==> src/rtl/multicycle_ctrl.sv <==
// Multicycle sequencer for the ARM-like datapath.
// Decodes the held instruction and checks its condition field against the internal NZCV
// register. Drives the datapath controls state by state and handshakes the shared memory.
// A memory request that waits too long halts the sequencer until reset.
module multicycle_ctrl #(
  parameter int TIMEOUT = 16
) (
  input  logic        clk,
  input  logic        reset,
  input  logic [31:0] Instr,
  input  logic [3:0]  ALUFlags,
  input  logic        mem_ready,
  output logic        mem_req,
  output logic        MemWrite,
  output logic        AdrSrc,
  output logic        IRWrite,
  output logic        PCWrite,
  output logic        PCSrc,
  output logic        RegWrite,
  output logic        MemtoReg,
  output logic        ALUSrc,
  output logic [1:0]  RegSrc,
  output logic [1:0]  ImmSrc,
  output logic [1:0]  ALUControl,
  output logic [3:0]  Flags,
  output logic        illegal,
  output logic        fault
);

  localparam int CW = $clog2(TIMEOUT + 1);

  typedef enum logic [3:0] {
    S_IDLE, S_FETCH, S_DECODE, S_EXEC, S_ALUWB, S_MEMADR,
    S_MEMRD, S_MEMWB, S_MEMWR, S_BRANCH, S_HALT
  } state_t;

  state_t        state, state_n;
  logic [CW-1:0] wcnt;
  logic          set_illegal, set_fault, upd_flags, timeout_hit;

  // Instruction fields
  logic [3:0] cond, cmd;
  logic [1:0] op;
  logic       ibit, sbit, ubit, lbit;
  assign cond = Instr[31:28];
  assign op   = Instr[27:26];
  assign ibit = Instr[25];
  assign cmd  = Instr[24:21];
  assign sbit = Instr[20];
  assign ubit = Instr[23];
  assign lbit = Instr[20];

  // Offset/register fields belong to the datapath, not the sequencer
  logic unused_bits;
  assign unused_bits = ^{Instr[19:0], Instr[22]};

  // ARM condition table; 1111 never passes (flagged illegal separately)
  function automatic logic cond_pass(input logic [3:0] c, input logic [3:0] f);
    logic n, z, cf, v;
    {n, z, cf, v} = f;
    case (c)
      4'b0000: cond_pass = z;
      4'b0001: cond_pass = !z;
      4'b0010: cond_pass = cf;
      4'b0011: cond_pass = !cf;
      4'b0100: cond_pass = n;
      4'b0101: cond_pass = !n;
      4'b0110: cond_pass = v;
      4'b0111: cond_pass = !v;
      4'b1000: cond_pass = cf && !z;
      4'b1001: cond_pass = !cf || z;
      4'b1010: cond_pass = (n == v);
      4'b1011: cond_pass = (n != v);
      4'b1100: cond_pass = !z && (n == v);
      4'b1101: cond_pass = z || (n != v);
      4'b1110: cond_pass = 1'b1;
      default: cond_pass = 1'b0;
    endcase
  endfunction

  // Data-processing command decode
  logic       dp_legal, dp_cmp;
  logic [1:0] dp_alu;
  always_comb begin
    dp_legal = 1'b1;
    dp_cmp   = 1'b0;
    dp_alu   = 2'b00;
    case (cmd)
      4'b0100: dp_alu = 2'b00;
      4'b0010: dp_alu = 2'b01;
      4'b0000: dp_alu = 2'b10;
      4'b1100: dp_alu = 2'b11;
      4'b1010: begin dp_alu = 2'b01; dp_cmp = 1'b1; end
      default: dp_legal = 1'b0;
    endcase
  end

  assign timeout_hit = (wcnt == CW'(TIMEOUT - 1));

  // Next-state and Moore outputs; only FETCH's IR/PC strobes look at mem_ready
  always_comb begin
    state_n     = state;
    set_illegal = 1'b0;
    set_fault   = 1'b0;
    upd_flags   = 1'b0;
    mem_req     = 1'b0;
    MemWrite    = 1'b0;
    AdrSrc      = 1'b0;
    IRWrite     = 1'b0;
    PCWrite     = 1'b0;
    PCSrc       = 1'b0;
    RegWrite    = 1'b0;
    MemtoReg    = 1'b0;
    ALUSrc      = 1'b0;
    RegSrc      = 2'b00;
    ImmSrc      = 2'b00;
    ALUControl  = 2'b00;
    case (state)
      S_IDLE: state_n = S_FETCH;
      S_FETCH: begin
        mem_req = 1'b1;
        if (mem_ready) begin
          IRWrite = 1'b1;
          PCWrite = 1'b1;
          state_n = S_DECODE;
        end else if (timeout_hit) begin
          set_fault = 1'b1;
          state_n   = S_HALT;
        end
      end
      S_DECODE: begin
        ImmSrc  = op;
        state_n = S_FETCH;
        if (cond == 4'b1111) begin
          set_illegal = 1'b1;
        end else if (cond_pass(cond, Flags)) begin
          case (op)
            2'b00: begin
              if (dp_legal) state_n = S_EXEC;
              else          set_illegal = 1'b1;
            end
            2'b01:   state_n = S_MEMADR;
            2'b10:   state_n = S_BRANCH;
            default: set_illegal = 1'b1;
          endcase
        end
      end
      S_EXEC: begin
        ImmSrc     = op;
        ALUSrc     = ibit;
        ALUControl = dp_alu;
        upd_flags  = sbit || dp_cmp;
        state_n    = dp_cmp ? S_FETCH : S_ALUWB;
      end
      S_ALUWB: begin
        ImmSrc     = op;
        ALUSrc     = ibit;
        ALUControl = dp_alu;
        RegWrite   = 1'b1;
        state_n    = S_FETCH;
      end
      S_MEMADR: begin
        ImmSrc     = op;
        ALUSrc     = 1'b1;
        ALUControl = ubit ? 2'b00 : 2'b01;
        state_n    = lbit ? S_MEMRD : S_MEMWR;
      end
      S_MEMRD, S_MEMWR: begin
        ImmSrc     = op;
        ALUSrc     = 1'b1;
        ALUControl = ubit ? 2'b00 : 2'b01;
        mem_req    = 1'b1;
        AdrSrc     = 1'b1;
        if (state == S_MEMWR) begin
          MemWrite  = 1'b1;
          RegSrc[1] = 1'b1;
        end
        if (mem_ready) begin
          state_n = (state == S_MEMRD) ? S_MEMWB : S_FETCH;
        end else if (timeout_hit) begin
          set_fault = 1'b1;
          state_n   = S_HALT;
        end
      end
      S_MEMWB: begin
        ImmSrc   = op;
        RegWrite = 1'b1;
        MemtoReg = 1'b1;
        state_n  = S_FETCH;
      end
      S_BRANCH: begin
        ImmSrc     = op;
        RegSrc[0]  = 1'b1;
        ALUSrc     = 1'b1;
        ALUControl = 2'b00;
        PCWrite    = 1'b1;
        PCSrc      = 1'b1;
        state_n    = S_FETCH;
      end
      S_HALT:  state_n = S_HALT;
      default: state_n = S_IDLE;
    endcase
  end

  // State, flags, sticky status and memory wait counter
  always_ff @(posedge clk or negedge reset) begin
    if (!reset) begin
      state   <= S_IDLE;
      Flags   <= 4'b0000;
      illegal <= 1'b0;
      fault   <= 1'b0;
      wcnt    <= '0;
    end else begin
      state <= state_n;
      if (upd_flags)   Flags   <= ALUFlags;
      if (set_illegal) illegal <= 1'b1;
      if (set_fault)   fault   <= 1'b1;
      // Counts stalled request cycles; any completion or non-request state clears it
      if (mem_req && !mem_ready) wcnt <= wcnt + CW'(1);
      else                       wcnt <= '0;
    end
  end

endmodule

==> config.mk <==
export PLATFORM = sky130hd
export DESIGN_NAME = multicycle_ctrl
export DESIGN_NICKNAME = d
export VERILOG_FILES = /design/src/rtl/multicycle_ctrl.sv
export SDC_FILE = /design/constraint.sdc
export NUM_CORES = 1
export LEC_CHECK = 0
export BUFFER_PORTS_ARGS = -buffer_cell sky130_fd_sc_hd__buf_4
export CAP_MARGIN = 40
export CORE_MARGIN = 1.5
export CORE_UTILIZATION = 35
export DETAILED_ROUTE_END_ITERATION = 12
export GPL_TIMING_DRIVEN = 0
export PLACE_DENSITY = 0.65
export REMOVE_ABC_BUFFERS = 1
export SLEW_MARGIN = 20
export SYNTH_ARGS = -nofsm -noshare
export SYNTH_HDL_FRONTEND = slang
export SYNTH_SLANG_ARGS = --single-unit
==> constraint.sdc <==
create_clock -name clk -period 2.25 [get_ports clk]
set_input_delay 0 -clock clk [delete_from_list [all_inputs] [get_ports clk]]
set_output_delay 0 -clock clk [all_outputs]
set_load 0.01 [all_outputs]
==> impl_metrics.py <==
metrics = {
    "layout": {
        "final_core_utilization_pct": 46.8,
        "syn2layout_area_growth_pct": 29.1,
        "num-nets-final": 236,
        "antenna_cells": 0,
        "layout-drive-gt1-share_pct": 30.4,
    },
    "sta": {
        "relative_slew_slack_pct": 57.2,
        "post-route-min-period_ns": 1.92,
        "final.setup.tns_ns": 0,
        "slew_violations": 0,
        "setup_viol_count_final": 0,
        "share_of_the_cycle_needed_by_the_critical_path_after_routing_pct": 85.5,
        "clock.fmax_mhz": 520,
        "finalHoldViolations": 0,
        "finClkSkew_ns": 0.00236,
        "worst_hold_slack_ns": 0.0675,
        "grt_setup_unrepaired": "false",
        "final_critical_path_setup_slack_ns": 0.327,
        "worst_pin_slew_ns": 0.643,
    },
    "grt": {
        "track_usage_pct": 14.7,
        "pin_count_of_the_biggest_net_entering_global_routing": 22,
        "grt.overflow.total": 0,
        "grt_pass1_vias": 1074,
        "wire_length_of_the_first_global_routing_pass_um": 4910,
        "antenna_violations_before_repair": 0,
    },
    "detailed_routing": {
        "number_of_detailed_routing_iterations_run_before_antenna_repair": 4,
        "via_count": 1262,
        "detail_routed_net_length_per_standard_cell_um": 12.3,
        "post_drt_via_cell_ratio": 5.21,
        "initialDrtViolationCount": 77,
        "drc": 0,
        "wirelength_um": 2980,
        "antenna_left": 0,
    },
    "synth": {
        "ys_seq_elements": 15,
        "yosysUniqueCellTypes": 50,
        "synth.area.top_cells": "sky130_fd_sc_hd__dfrtp_1 (29%), sky130_fd_sc_hd__a21oi_1 (5.7%), sky130_fd_sc_hd__nor2_1 (4.6%)",
        "synth.largest_area_cell": "sky130_fd_sc_hd__dfrtp_1",
        "syn_area_per_cell_um2": 8.33,
        "synth_top_area_share_pct": 28.5,
        "synth_area_um2": 1320,
        "synthMostInstantiatedCell": "sky130_fd_sc_hd__nor2_1",
        "dominantRegCellSynth": "sky130_fd_sc_hd__dfrtp_1",
        "synth_top_cells_by_count": "sky130_fd_sc_hd__nor2_1 (16), sky130_fd_sc_hd__a21oi_1 (15), sky130_fd_sc_hd__dfrtp_1 (15)",
        "synthArstFlopShare_pct": 100,
        "post_synth_inst_count": 158,
        "yosys_warnings": 0,
        "yosysSeqAreaShare_pct": 28.5,
        "number_of_enable_flip_flop_cells_after_synthesis": 0,
    },
    "setup_path": {
        "ff2ff_path_depth": 8,
        "startpoint": "wcnt[0]",
        "criticalPathCategory": "register to register",
        "timing.critical_path.arrival_ns": 2.04,
        "worst_path_max_delay_cell": "sky130_fd_sc_hd__dfrtp_1",
        "critical_path_sink": "state[1]",
        "data_required_time_at_the_worst_endpoint_ns": 2.37,
        "timing.critical_path.cells": "ha_1 > and3_1 > ha_1 > o21ai_0 > o21a_1 > o21ai_0 > o21ai_0 > o31ai_2",
        "setup.worst_path.start_class": "register",
        "rr_endpoint": "state[1]",
        "endpoint_kind": "register",
        "worst_r2r_startpoint": "wcnt[0]",
        "worstPathMaxFanout": 6,
        "crit_top_cell": "sky130_fd_sc_hd__o21ai_0",
        "slowest_delay_ns": 0.39,
        "regToRegSetupSlack_ns": 0.33,
    },
    "outcome": {
        "run_status": "complete, no violations",
    },
    "placed_design": {
        "dp_slack_ns": 0.353,
        "placement.io_buffers": 39,
        "hpwlAfterDp_um": 2200,
        "place_congestion": 0.795,
    },
    "cts": {
        "worst_skew_pair.late_latency_ns": 0.24,
        "tritoncts_sink_count": 15,
        "holdBufCountCts": 5,
        "cts.reportedPaths.clkPinSlew_ns": 0.06,
        "clock_buffer_count_from_cts": 3,
        "cts_setup_buffers": 0,
        "cts.htree.levels": 1,
        "cts-resized-gates": 0,
        "cts_tree": "built",
        "clock_tree.root_cell": "sky130_fd_sc_hd__clkbuf_8",
        "clock_tree.buffer_depth": 2,
    },
    "die": {
        "top_level_ports": 60,
        "fp.coreArea_um2": 3630,
        "die_y_um": 64.3,
        "die_w_um": 64.3,
        "dieArea_um2": 4140,
        "fp-row-count": 22,
        "start_util_pct": 36.2,
    },
    "power": {
        "total_power_mw": 1.72,
        "worst_ir_drop_vdd_mv": 0.373,
        "power_density_nw_per_um2": 1020,
        "static-leakage-power_nw": 0.755,
    },
    "min_path": {
        "worstHoldPathType": "primary input to register",
    },
    "run": {
        "maxCapViolations": 0,
    },
}
[worst max-delay path, delay by kind of cell, from the launching register on]
family,cells,cell delay [ns]
AO/OA/AOI/OAI,5,0.75
adder cells (fa/ha/maj),2,0.47
flip-flops,1,0.39
AND/OR/NAND/NOR,1,0.18
[layout by cell type, fill, tap and decap left out, drive strengths merged, types with 5 or more instances in the layout]
master,n
nor2,16
dfrtp,15
dlygate4sd3,5
buf,39
nand2b,9
nor2b,6
o21ai,9
nor3,5
nand2,8
a21oi,16
[sequential cells by signal, indices dropped and copies added, names as in the netlist]
| signal | flops |
|---|---|
| Flags | 4 |
| fault | 1 |
| illegal | 1 |
| state | 4 |
| wcnt | 5 |
[worst min-delay path by stage]
stage	start	to	slack, ns	cells past startpoint
final	Instr[27]	state[1]	0.07	4
after global routing	Instr[27]	state[1]	0.09	4
after CTS	Instr[26]	state[1]	0.06	4
after floorplan	reset	Flags[0]	-0.30	0
after detailed placement	reset	Flags[3]	-0.13	1
after global placement	reset	Flags[0]	-0.14	1
[cell families after synthesis]
| logic type | Yosys count | share of synthesized area (%) |
|---|---|---|
| fa+ha+maj | 2 | 1.90 |
| mux | 5 | 4.18 |
| buf+inv | 16 | 6.08 |
| xor+xnor | 7 | 5.23 |
| simple gates | 64 | 27.9 |
| compound gates | 49 | 26.2 |
| flops | 15 | 28.5 |
[area by class of cell]
class | count | area [µm²]
Fill cell | 367 | 1930
Multi-Input combinational cell | 127 | 861
Sequential cell | 15 | 375
Timing Repair Buffer | 44 | 343
Tap cell | 48 | 60.1
Clock buffer | 4 | 45.0
Inverter | 4 | 15.0
[layer usage]
metal | track usage, % | vias up | part of all wire (%)
li1 | - | 638 | -
met1 | 21.2 | 596 | 49
met2 | 22.5 | 26 | 46
met3 | 3.17 | 2 | 4.4
met4 | 3.19 | 0 | 0.27
met5 | 0 | - | 0
[metrics by stage]
step	instances	instance area [µm²]
3_5_place_dp	233	1600
4_1_cts	242	1700
6_report	242	1700
3_3_place_gp	233	1600
5_1_grt	242	1700
2_1_floorplan	146	1250
[power by group]
| group | internal [mW] | switching, mW | total (mW) |
|---|---|---|---|
| sequential | 0.348 | 0.214 | 0.561 |
| combinational | 0.505 | 0.447 | 0.952 |
| clock | 0.125 | 0.0866 | 0.212 |
| total | 0.978 | 0.747 | 1.72 |
(Power assumes the default switching activity.)
